File: src/rtl/mem_port_arbiter.sv
// Shares one single-ported memory among N requesters.
// Tracks granted requests through a fixed-latency tag pipe for response routing.
module mem_port_arbiter #(
  parameter int ADDR_W    = 32,
  parameter int DATA_W    = 32,
  parameter int N_PORTS   = 2,
  parameter int MEM_LAT   = 1,
  parameter int PRIO_MODE = 0
) (
  input  logic                      clk,
  input  logic                      rst,
  input  logic [N_PORTS-1:0]        req_valid,
  output logic [N_PORTS-1:0]        req_ready,
  input  logic [N_PORTS*ADDR_W-1:0] req_addr,
  input  logic [N_PORTS-1:0]        req_we,
  input  logic [N_PORTS*DATA_W-1:0] req_wdata,
  input  logic [N_PORTS*2-1:0]      req_size,
  input  logic [N_PORTS-1:0]        req_sign,
  input  logic [N_PORTS-1:0]        flush,
  output logic [N_PORTS-1:0]        rsp_valid,
  output logic [DATA_W-1:0]         rsp_rdata,
  output logic                      mem_en,
  output logic                      mem_we,
  output logic [ADDR_W-1:0]         mem_addr,
  output logic [DATA_W-1:0]         mem_wdata,
  output logic [1:0]                mem_size,
  output logic                      mem_sign,
  input  logic [DATA_W-1:0]         mem_rdata
);

  localparam int PW = $clog2(N_PORTS);

  typedef logic [PW-1:0] pid_t;

  typedef struct packed {
    logic vld;
    pid_t port;
    logic we;
  } tag_t;

  pid_t        ptr_q;
  pid_t        ptr_d;
  pid_t        base;
  pid_t        gnt_idx;
  logic        gnt_any;
  logic        xfer;
  logic [PW:0] cand;
  tag_t        stg_q [MEM_LAT];
  tag_t        stg_d [MEM_LAT];
  tag_t        last;
  logic        rsp_hit;

  // Search starts at the pointer in round-robin mode, at port 0 otherwise.
  always_comb begin
    base    = (PRIO_MODE != 0) ? ptr_q : '0;
    gnt_any = 1'b0;
    gnt_idx = '0;
    cand    = '0;
    for (int off = 0; off < N_PORTS; off++) begin
      cand = {1'b0, base} + (PW+1)'(off);
      if (cand >= (PW+1)'(N_PORTS))
        cand = cand - (PW+1)'(N_PORTS);
      if (!gnt_any && req_valid[cand[PW-1:0]]) begin
        gnt_any = 1'b1;
        gnt_idx = cand[PW-1:0];
      end
    end
  end

  assign xfer      = gnt_any & ~rst;
  assign req_ready = xfer ? (N_PORTS'(1) << gnt_idx) : '0;

  assign mem_en    = gnt_any;
  assign mem_we    = gnt_any ? req_we[gnt_idx] : 1'b0;
  assign mem_sign  = gnt_any ? req_sign[gnt_idx] : 1'b0;
  assign mem_addr  = gnt_any ? req_addr[int'(gnt_idx)*ADDR_W +: ADDR_W] : '0;
  assign mem_wdata = gnt_any ? req_wdata[int'(gnt_idx)*DATA_W +: DATA_W] : '0;
  assign mem_size  = gnt_any ? req_size[int'(gnt_idx)*2 +: 2] : 2'b00;

  always_comb begin
    ptr_d = ptr_q;
    if (xfer && PRIO_MODE != 0)
      ptr_d = (gnt_idx == pid_t'(N_PORTS-1)) ? '0 : gnt_idx + 1'b1;
  end

  // Flush kills matching tags both entering and moving down the pipe.
  always_comb begin
    stg_d[0].vld  = xfer & ~flush[gnt_idx];
    stg_d[0].port = gnt_idx;
    stg_d[0].we   = mem_we;
    for (int j = 1; j < MEM_LAT; j++) begin
      stg_d[j]     = stg_q[j-1];
      stg_d[j].vld = stg_q[j-1].vld & ~flush[stg_q[j-1].port];
    end
  end

  always_ff @(posedge clk) begin
    if (rst) begin
      ptr_q <= '0;
      for (int j = 0; j < MEM_LAT; j++)
        stg_q[j] <= '0;
    end else begin
      ptr_q <= ptr_d;
      stg_q <= stg_d;
    end
  end

  assign last    = stg_q[MEM_LAT-1];
  assign rsp_hit = last.vld & ~flush[last.port] & ~rst;

  assign rsp_valid = rsp_hit ? (N_PORTS'(1) << last.port) : '0;
  assign rsp_rdata = (rsp_hit && !last.we) ? mem_rdata : '0;

endmodule

File: config.mk
export PLATFORM = sky130hd
export DESIGN_NAME = mem_port_arbiter
export DESIGN_NICKNAME = d
export VERILOG_FILES = /design/src/rtl/mem_port_arbiter.sv
export SDC_FILE = /design/constraint.sdc
export NUM_CORES = 1
export LEC_CHECK = 0
export ABC_AREA = 1
export CELL_PAD_IN_SITES_DETAIL_PLACEMENT = 1
export CELL_PAD_IN_SITES_GLOBAL_PLACEMENT = 2
export CORE_AREA = 2 2 109 111
export CTS_CLUSTER_SIZE = 24
export DETAILED_ROUTE_END_ITERATION = 12
export DIE_AREA = 0 0 111 113
export DONT_BUFFER_PORTS = 1
export PLACE_DENSITY = 0.63
export SLEW_MARGIN = 25
export SYNTH_ARGS = -nofsm -noshare
export SYNTH_HDL_FRONTEND = slang
export SYNTH_SLANG_ARGS = --single-unit
File: constraint.sdc
create_clock -name clk -period 0.9 [get_ports clk]
set_input_delay 0.135 -clock clk [delete_from_list [all_inputs] [get_ports clk]]
set_output_delay 0.135 -clock clk [all_outputs]
set_load 0.005 [all_outputs]
==> implementation parameters <==
Parameter                              Value

Final layout
  Synthesis-to-layout area growth    26.3%
  Largest register FFs    3
  Final non-filler cell area    about 1700 um2
  Number of antenna diodes    0
  Fin cells    around 460
  Count of filler cells inserted in the layout    1,471
  Final net count    about 490
  Proportion of layout cells with a drive suffix above 1    0.141

GRT
  Tot GR Track Use    0.0808
  Pin count of the biggest net entering global routing    70
  Vias in the first global route    1,605
  GRT Residual Overflow    0
  Initial antenna violation count    0
  First-pass GRT wire length    ~8300 um

Clock network
  Maximum buffer depth of the clock tree    2
  Clk sinks    3
  H-tree depth    1
  Root buf cell    clkbuf_16
  Clock transition at the registers of the reported paths    0.03 ns
  Number of buffers created by CTS    3
  Clock tree from TritonCTS    done

Logic synthesis
  Cell with the most instances after synthesis    nand2_1
  Cell type with the largest total area after synthesis    nand2_1
  Fraction of the yosys area taken by sequential cells    0.0452
  Number of synthesized flops with an enable pin    0
  Synthesized netlist cell count    314
  Number of flip-flops and latches in the synthesized netlist    3
  Yosys warning count    0
  Count of cell types in the netlist    15
  Top cells by count, synth    nand2_1, inv_1, nor2_1, buf_2
  Net count after synthesis    488
  Synthesized area    1330 um2
  Ranking of synthesized cells by area    nand2_1, inv_1, nor2_1
  Mean instance size in the synthesized netlist    4.24 um2
  Portion of synthesized cell area occupied by the leading cell type    0.595
  Proportion of register bits with asynchronous set or reset after synthesis    0
  Most frequently used flop master after synthesis    dfxtp_1

Timing
  Setup repair after global routing missed its margin    true
  Min cycle time layout    between 1 and 1.5 ns
  Max Transition Viols Final    0
  Post-route clock period utilization    1.39
  Max_slew headroom    0.873
  Final number of hold-violating endpoints    0
  Post-route worst setup slack    -0.353 ns
  Top achievable clock speed    798 MHz
  Slew at the pin with the worst max-slew slack    ~0.19 ns
  Final setup viols    34

Floorplan
  DIE AREA    about 13,000 um2
  Core Footprint    around 11,000 um2
  Chip Width    between 100 and 150 um
  Count of standard-cell rows    39
  Initial Util    0.118
  I/O Pins    roughly 280
  Height of the die    113 um

Outcome
  Violated checks    setup timing
  Run status    finished with violations

Placement
  Number of cells in the design after placement    around 450
  Instance area at placement    1510 um2
  Post-Place Worst Slack    -0.176 ns
  PortBufs    0
  Placed wire-length estimate    around 5100 um
  Final weighted congestion in routability-driven placement    roughly 0.7

Setup path
  Startpoint types    register
  Number of buffer and inverter instances along the worst setup path    2
  Dominant delay contributor by cell family on the critical path    simple AND/OR/NAND/NOR gates
  Capture point of the critical path    rsp_rdata[17]
  Source of the critical timing path    last[2]$_SDFF_PP0_
  Crit Path Class    reg -> out
  Arrival @ worst endpoint    roughly 1.1 ns
  Critical-path cell list    inv_2 > nor2_4 > nand4_4 > buf_12 > nor2_1
  Stage delay of the slowest cell on the critical path    0.31 ns
  Crit path max fanout    32
  Path length in cells of the critical path    5
  Category of the worst setup path capture point    output port
  Slowest cell on the critical path    dfxtp_2
  Data required time of the worst path    0.76 ns

Power and ir drop
  Power per Cell Area    between 800 and 900 nW/um2
  Worst vdd rail ir drop    ~0.00045 V
  Tot Pwr    between 1 and 1.5 mW
  Leakage power total    approximately 1.0 nW

Routing
  Detailed Route Iter0 Violations    44
  Post-DRT Antenna Nets    0
  Via density per instance    4.04
  Total via count after detailed routing    about 1,800
  Iteration count of the initial detailed-routing pass    4
  Wire length per cell    around 13 um
  Post-detailed-route DRC marker count    0
  Wire length reported by the detailed router    around 6000 um

Hold path
  Path class of the lowest-slack min-delay path    in -> reg

Job
  Number of max-capacitance violations reported    0
## cell usage in the layout (no fill, tap or decap), drive strengths merged
| master | netlist | final |
|---|---|---|
| nor2 | 37 | 37 |
| nor4 | 1 | 1 |
| dlygate4sd3 | 0 | 2 |
| inv | 40 | 40 |
| dfxtp | 3 | 3 |
| nand4 | 2 | 2 |
| nand2 | 212 | 212 |
| buf | 14 | 10 |
| a21oi | 1 | 1 |
| clkbuf | 4 | 4 |
## per-stage QoR
step / hold WS (ns) / setup TNS (ns) / utilization
finish: 0.0686 / -11.06 / 0.149
global route: 0.0746 / -13.63 / 0.149
CTS: 0.0654 / -11.22 / 0.145
detailed placement: 0.210 / -4.93 / 0.134
global placement: 0.212 / -3.80 / 0.134
floorplan: 0.204 / -2.49 / -
## layout make-up
type                    count  area, um2  area share
clock buffers               4       78.8      0.0469
inverters                  40        155      0.0923
multi-input cells         253       1070       0.636
flip-flops and latches      3       62.6      0.0372
well taps                 143        179       0.106
repair buffers             12        136      0.0812
## logic make-up (layout without fill, tap and decap cells)
| group | Yosys count | after routing | share of synthesized area |
|---|---|---|---|
| AO/OA/AOI/OAI | 1 | 1 | 0.00376 |
| AND/OR/NAND/NOR | 252 | 252 | 0.743 |
| buffers and inverters | 58 | 56 | 0.208 |
| flip-flops | 3 | 3 | 0.0452 |
## routing by layer
metal | track usage | wire, um | up-vias
met3 | 0.0193 | 647 | 6
met1 | 0.0920 | 2300 | 794
li1 | - | - | 887
met2 | 0.153 | 3000 | 152
met4 | 0.0175 | 53 | 0
met5 | 0 | 0 | -
## worst min-delay path: stages
cell,delay [ns]
inv_1,0.02
nand2_1,0.05
nor2_1,0.04
## timing repair
item / in CTS / in global routing
pin swaps: 1 / 1
hold endpoints to repair: 2 / 1
setup endpoints to repair: 34 / 35
hold buffers: 2 / 1
gates resized for setup: 8 / 14
setup buffers: 1 / 0
## report_power, final
group          switching, mW  total (mW)  internal, mW  leakage (nW)
sequential           0.00264       0.145         0.142        0.0255
clock                  0.117       0.701         0.584        0.0382
combinational          0.338       0.524         0.186         0.970
total                  0.458        1.37         0.912          1.03
## worst min-delay path by stage
stage / startpoint / end / slack [ns] / cells after the start
CTS: flush[1] / last[2]$_SDFF_PP0_ / 0.07 / 3
floorplan: rst / last[0]$_SDFF_PP0_ / 0.20 / 1
global route: rst / last[2]$_SDFF_PP0_ / 0.07 / 3
detailed placement: rst / last[0]$_SDFF_PP0_ / 0.21 / 1
global placement: rst / last[1]$_SDFF_PP0_ / 0.21 / 1
finish: rst / last[2]$_SDFF_PP0_ / 0.07 / 3
(Power assumes the default switching activity.)
